<file path="src/rtl/exu_operand_sched_pkg.sv">
// Shared types and default widths for the EXU operand-collection scheduler.
package exu_operand_sched_pkg;

  localparam int unsigned XLEN_DEF   = 64;
  localparam int unsigned REG_AW_DEF = 5;

  typedef enum logic [1:0] {
    ST_IDLE    = 2'd0,
    ST_COLLECT = 2'd1,
    ST_ISSUE   = 2'd2
  } sched_state_e;

endpackage

</file>
<file path="src/rtl/exu_operand_sched_operand_slot.sv">
// One source-operand collector: done flag, captured value and resolve priority.
module operand_slot
  import exu_operand_sched_pkg::*;
#(
  parameter int unsigned XLEN = XLEN_DEF
) (
  input  logic            clk,
  input  logic            rst,
  input  logic            clear,
  input  logic            eval,
  input  logic            use_src,
  input  logic            hazard,
  input  logic            fwd_valid,
  input  logic [XLEN-1:0] fwd_data,
  input  logic [XLEN-1:0] rf_data,
  output logic            resolved,
  output logic [XLEN-1:0] value
);

  logic            done;
  logic            hit;
  logic [XLEN-1:0] pick;

  always_comb begin
    hit  = 1'b0;
    pick = '0;
    if (!use_src) begin
      hit = 1'b1;
    end else if (!hazard) begin
      hit  = 1'b1;
      pick = rf_data;
    end else if (fwd_valid) begin
      hit  = 1'b1;
      pick = fwd_data;
    end
  end

  // Includes an operand resolving this cycle so the scheduler can leave COLLECT immediately.
  assign resolved = done || (eval && hit);

  always_ff @(posedge clk or posedge rst) begin
    if (rst) begin
      done  <= 1'b0;
      value <= '0;
    end else if (clear) begin
      done <= 1'b0;
    end else if (eval && !done && hit) begin
      done  <= 1'b1;
      value <= pick;
    end
  end

endmodule

</file>
<file path="src/rtl/exu_operand_sched.sv">
// Operand-collection scheduler between the IDU/EXU pipeline register and the EXU.
module exu_operand_sched
  import exu_operand_sched_pkg::*;
#(
  parameter int unsigned XLEN   = XLEN_DEF,
  parameter int unsigned REG_AW = REG_AW_DEF,
  parameter int unsigned CNT_W  = 32
) (
  input  logic              clk,
  input  logic              rst,
  input  logic              flush,
  input  logic              in_valid,
  output logic              in_ready,
  input  logic [REG_AW-1:0] in_rs1,
  input  logic [REG_AW-1:0] in_rs2,
  input  logic              in_use_rs1,
  input  logic              in_use_rs2,
  output logic [REG_AW-1:0] exu_rs1,
  output logic [REG_AW-1:0] exu_rs2,
  input  logic [XLEN-1:0]   rf_rdata1,
  input  logic [XLEN-1:0]   rf_rdata2,
  input  logic              hazard_rs1,
  input  logic              hazard_rs2,
  input  logic              forward_rs1_valid,
  input  logic              forward_rs2_valid,
  input  logic [XLEN-1:0]   forward_R_rs1,
  input  logic [XLEN-1:0]   forward_R_rs2,
  output logic              out_valid,
  input  logic              out_ready,
  output logic [XLEN-1:0]   out_src1,
  output logic [XLEN-1:0]   out_src2,
  output logic [CNT_W-1:0]  stall_cycles
);

  sched_state_e state_q, state_d;
  logic use1_q, use2_q;
  logic accept, eval, clear;
  logic res1, res2;

  always_comb begin
    in_ready = 1'b0;
    if (!flush) begin
      case (state_q)
        ST_IDLE:  in_ready = 1'b1;
        ST_ISSUE: in_ready = out_ready;
        default:  in_ready = 1'b0;
      endcase
    end
  end

  assign accept    = in_valid && in_ready;
  assign eval      = (state_q == ST_COLLECT) && !flush;
  assign clear     = flush || accept;
  assign out_valid = (state_q == ST_ISSUE);

  operand_slot #(.XLEN(XLEN)) u_slot1 (
    .clk       (clk),
    .rst       (rst),
    .clear     (clear),
    .eval      (eval),
    .use_src   (use1_q),
    .hazard    (hazard_rs1),
    .fwd_valid (forward_rs1_valid),
    .fwd_data  (forward_R_rs1),
    .rf_data   (rf_rdata1),
    .resolved  (res1),
    .value     (out_src1)
  );

  operand_slot #(.XLEN(XLEN)) u_slot2 (
    .clk       (clk),
    .rst       (rst),
    .clear     (clear),
    .eval      (eval),
    .use_src   (use2_q),
    .hazard    (hazard_rs2),
    .fwd_valid (forward_rs2_valid),
    .fwd_data  (forward_R_rs2),
    .rf_data   (rf_rdata2),
    .resolved  (res2),
    .value     (out_src2)
  );

  always_comb begin
    state_d = state_q;
    if (flush) begin
      state_d = ST_IDLE;
    end else begin
      case (state_q)
        ST_IDLE:    if (accept) state_d = ST_COLLECT;
        ST_COLLECT: if (res1 && res2) state_d = ST_ISSUE;
        ST_ISSUE:   if (out_ready) state_d = accept ? ST_COLLECT : ST_IDLE;
        default:    state_d = ST_IDLE;
      endcase
    end
  end

  always_ff @(posedge clk or posedge rst) begin
    if (rst) begin
      state_q <= ST_IDLE;
      exu_rs1 <= '0;
      exu_rs2 <= '0;
      use1_q  <= 1'b0;
      use2_q  <= 1'b0;
    end else begin
      state_q <= state_d;
      if (accept) begin
        exu_rs1 <= in_rs1;
        exu_rs2 <= in_rs2;
        use1_q  <= in_use_rs1;
        use2_q  <= in_use_rs2;
      end
    end
  end

  always_ff @(posedge clk or posedge rst) begin
    if (rst) begin
      stall_cycles <= '0;
    end else if (eval && !(res1 && res2) && (stall_cycles != '1)) begin
      stall_cycles <= stall_cycles + CNT_W'(1);
    end
  end

endmodule

</file>
<file path="config.mk">
export PLATFORM = sky130hd
export DESIGN_NAME = exu_operand_sched
export DESIGN_NICKNAME = d
export VERILOG_FILES = /design/src/rtl/exu_operand_sched_pkg.sv /design/src/rtl/exu_operand_sched_operand_slot.sv /design/src/rtl/exu_operand_sched.sv
export SDC_FILE = /design/constraint.sdc
export NUM_CORES = 1
export LEC_CHECK = 0
export BUFFER_PORTS_ARGS = -buffer_cell sky130_fd_sc_hd__buf_2
export CORE_MARGIN = 5
export CORE_UTILIZATION = 30
export DETAILED_ROUTE_END_ITERATION = 10
export GPL_TIMING_DRIVEN = 0
export PLACE_DENSITY_LB_ADDON = 0.15
export SETUP_SLACK_MARGIN = 0.5
export SYNTH_ARGS = -nofsm -noshare
export SYNTH_HDL_FRONTEND = slang
export SYNTH_SLANG_ARGS = --single-unit
</file>
<file path="constraint.sdc">
create_clock -name clk -period 9.4 [get_ports clk]
set_clock_uncertainty 0.1 [all_clocks]
set_input_delay 0.94 -clock clk [delete_from_list [all_inputs] [get_ports clk]]
set_output_delay 0.94 -clock clk [all_outputs]
set_load 0.1 [all_outputs]
</file>
==> results.py <==
metrics = {
    "finish": {
        "fin_area_um2": 12370,
        "syn_to_final_growth_pct": 37.98,
        "layout_commonest_cell": "buf_2",
        "layout_common_cells": "448 x buf_2, 398 x nand2_1, 176 x dfrtp_1",
        "nets": 1918,
        "drive_above_1_share": 0.3073,
    },
    "place": {
        "placed_cell_area_um2": 11730,
        "preCtsSetupSlack_ns": 6.130,
        "portBuffers": 448,
        "gp_congestion": 0.8843,
        "dp_hpwl_mm": 25.92,
    },
    "die": {
        "die_x_um": 182.9,
        "core_um2": 29560,
        "io_pins": 449,
        "dieHeight_um": 182.9,
        "core.rowCount": 63,
        "initial_core_util": 0.3034,
        "die-area_um2": 33450,
    },
    "sta": {
        "setup_viol": 0,
        "fmax_ghz": 0.3382,
        "rsz0062_at_grt": "no",
        "worst_pin_slew_ns": 0.9593,
        "slew_headroom": 0.3605,
        "fin_setup_tns_ns": 0,
        "layout_setup_ws_ns": 6.443,
        "hold_viol": 0,
        "finalCritPeriodShare": 0.3146,
        "min_period_ns": 2.957,
        "slew_viol_final": 0,
    },
    "clock_network": {
        "cts_buffer_depth": 2,
        "cts_resized": 0,
        "post-cts-setup-buffers": 0,
        "clk_pin_slew_ns": 0.07,
        "clock_sinks": 176,
        "cts.hold.buffers_added": 0,
        "root_buffer": "clkbuf_16",
        "cts_buffers": 17,
        "cts_tree": "built",
        "clk_latency_ns": 0.43,
        "cts_max_level": 4,
    },
    "synth": {
        "syn_inst": 1172,
        "synth-seq-cells": 176,
        "syn_avg_cell_area_um2": 7.651,
        "synth_area_um2": 8967,
        "synthesis.nets": 1450,
        "yosysWarnings": 0,
        "ys_types": 33,
        "seq_area_frac_synth": 0.4911,
    },
    "worst_setup_path": {
        "cp.arrival_ns": 1.92,
        "critPathMaxFanout": 5,
        "criticalPathCategory": "in2out",
        "slowest_stage": "buf_2",
        "crit_required_ns": 8.36,
        "cp_cell_sequence": "buf_2 -> nor2_1 -> and2_1 -> buf_2",
        "startpoint_type": "primary input",
        "max_stage_delay_ns": 0.43,
        "crit_top_cell": "buf_2",
        "endpoint_kind": "primary output",
    },
    "pwr": {
        "switchingPower_mw": 1.737,
        "power_density_nw_per_um2": 264.1,
        "power.internal_mw": 1.531,
        "ir_drop_mv": 0.1254,
        "p_clk_frac": 0.234,
        "switching_share": 0.5316,
        "p_comb_frac": 0.468,
        "p_seq_frac": 0.297,
        "p_leak_nw": 7.177,
    },
    "grt": {
        "grt_max_degree": 91,
        "grt_pass1_vias": 9474,
        "grt_pass1_wl_mm": 50.92,
        "antenna_found_initial": 3,
        "gr-usage-all-layers": 0.1892,
        "gr-total-overflow": 0,
    },
    "route": {
        "wire_per_inst_um": 15.99,
        "drtAntennaViolNets": 0,
        "viasPerCell": 4.558,
        "first_pass_iters": 5,
        "drc": 0,
        "drt_iter0_markers": 422,
        "drt-total-wl_mm": 32.72,
        "via_count": 9326,
    },
    "run": {
        "cap_violations": 0,
    },
    "outcome": {
        "status": "finished clean",
    },
    "hold_path": {
        "hold_path.class": "reg2reg",
    },
}
## cell usage after synthesis, drive strengths merged
master | count | area share
xnor2 | 19 | 0.019
buf | 1 | 0.00042
nor3 | 9 | 0.0056
and2 | 7 | 0.0049
and3 | 7 | 0.0052
inv | 133 | 0.056
clkbuf | 71 | 0.030
nor4 | 6 | 0.0056
a21oi | 1 | 0.00056
nor3b | 1 | 0.0014
a31oi | 3 | 0.0021
ha | 1 | 0.0014
nand2 | 398 | 0.17
o21a | 1 | 0.00084
a22oi | 1 | 0.00084
nand4 | 14 | 0.0098
nor2 | 9 | 0.0038
nand3 | 143 | 0.080
o21ai | 133 | 0.074
and4bb | 2 | 0.0028
dfrtp | 176 | 0.49
mux2 | 14 | 0.018
or3 | 1 | 0.0013
nand2b | 3 | 0.0021
xor2 | 10 | 0.0098
or4 | 2 | 0.0025
a211oi | 3 | 0.0031
and4 | 3 | 0.0029
## registers in the layout (all words and copies together), names as in the netlist
name           flops
use2_q             1
exu_rs1            5
u_slot2.done       1
u_slot1.done       1
exu_rs2            5
u_slot1.value     64
u_slot2.value     64
state_q            2
stall_cycles      32
use1_q             1
## final timing paths
kind	from	to	slack [ns]	depth (start not counted)
max	flush	in_ready	6.44	4
min in group asynchronous	rst	u_slot2.value[3]$_DFFE_PP0P_	0.48	2
max reg2reg	state_q[0]$_DFFE_PP0P_	u_slot2.value[2]$_DFFE_PP0P_	6.93	6
min	u_slot1.value[9]$_DFFE_PP0P_	u_slot1.value[9]$_DFFE_PP0P_	0.37	2
max in group asynchronous	rst	state_q[1]$_DFFE_PP0P_	7.84	3
min reg2reg	u_slot1.value[9]$_DFFE_PP0P_	u_slot1.value[9]$_DFFE_PP0P_	0.37	2
## routing by layer
metal  track usage  share of wire
met1        0.2500           0.44
met2        0.3117           0.48
met4       0.06347          0.021
met5             0              0
met3       0.03887          0.060
## final cells by class
type,count,area (µm²)
Inverter,133,506.7
Antenna cell,3,7.507
Tap cell,390,488.0
Multi-Input combinational cell,791,3794
Sequential cell,176,4404
Timing Repair Buffer,449,2270
Clock buffer,18,439.2
Clock inverter,14,193.9
Buffer,72,270.3
Fill cell,3164,17190
## metrics by stage
stage | hold slack (ns) | utilization | instances | power [mW]
floorplan | 0.4226 | - | 1172 | 2.196
global placement | 0.3526 | 0.3957 | 2010 | 2.518
detailed placement | 0.3569 | 0.3969 | 2011 | 2.524
CTS | 0.3740 | 0.4183 | 2043 | 3.303
global route | 0.3863 | 0.4186 | 2046 | 3.409
finish | 0.3702 | 0.4186 | 2046 | 3.268
## cells by family after synthesis
family | after synthesis | synth area share
and+or+nand+nor | 605 | 0.2941
buffers and inverters | 205 | 0.08581
DFF | 176 | 0.4911
AOI/OAI and AO/OA | 142 | 0.08162
xor gates and xnor gates | 29 | 0.02832
muxes | 14 | 0.01758
adders and majority gates | 1 | 0.001395
## worst max-delay path: cells and delay by family
kind | cells | cell delay [ns]
buffers and inverters | 2 | 0.59
AND/OR/NAND/NOR | 2 | 0.38
## power by group through the flow
stage	sequential [mW]	clock (mW)	combinational, mW
5_1_grt	0.990	0.821	1.60
2_1_floorplan	1.98	0	0.220
4_1_cts	0.972	0.788	1.54
6_report	0.972	0.766	1.53
3_3_place_gp	0.982	0	1.54
3_5_place_dp	0.983	0	1.54
Power figures use the tool's default switching activity.
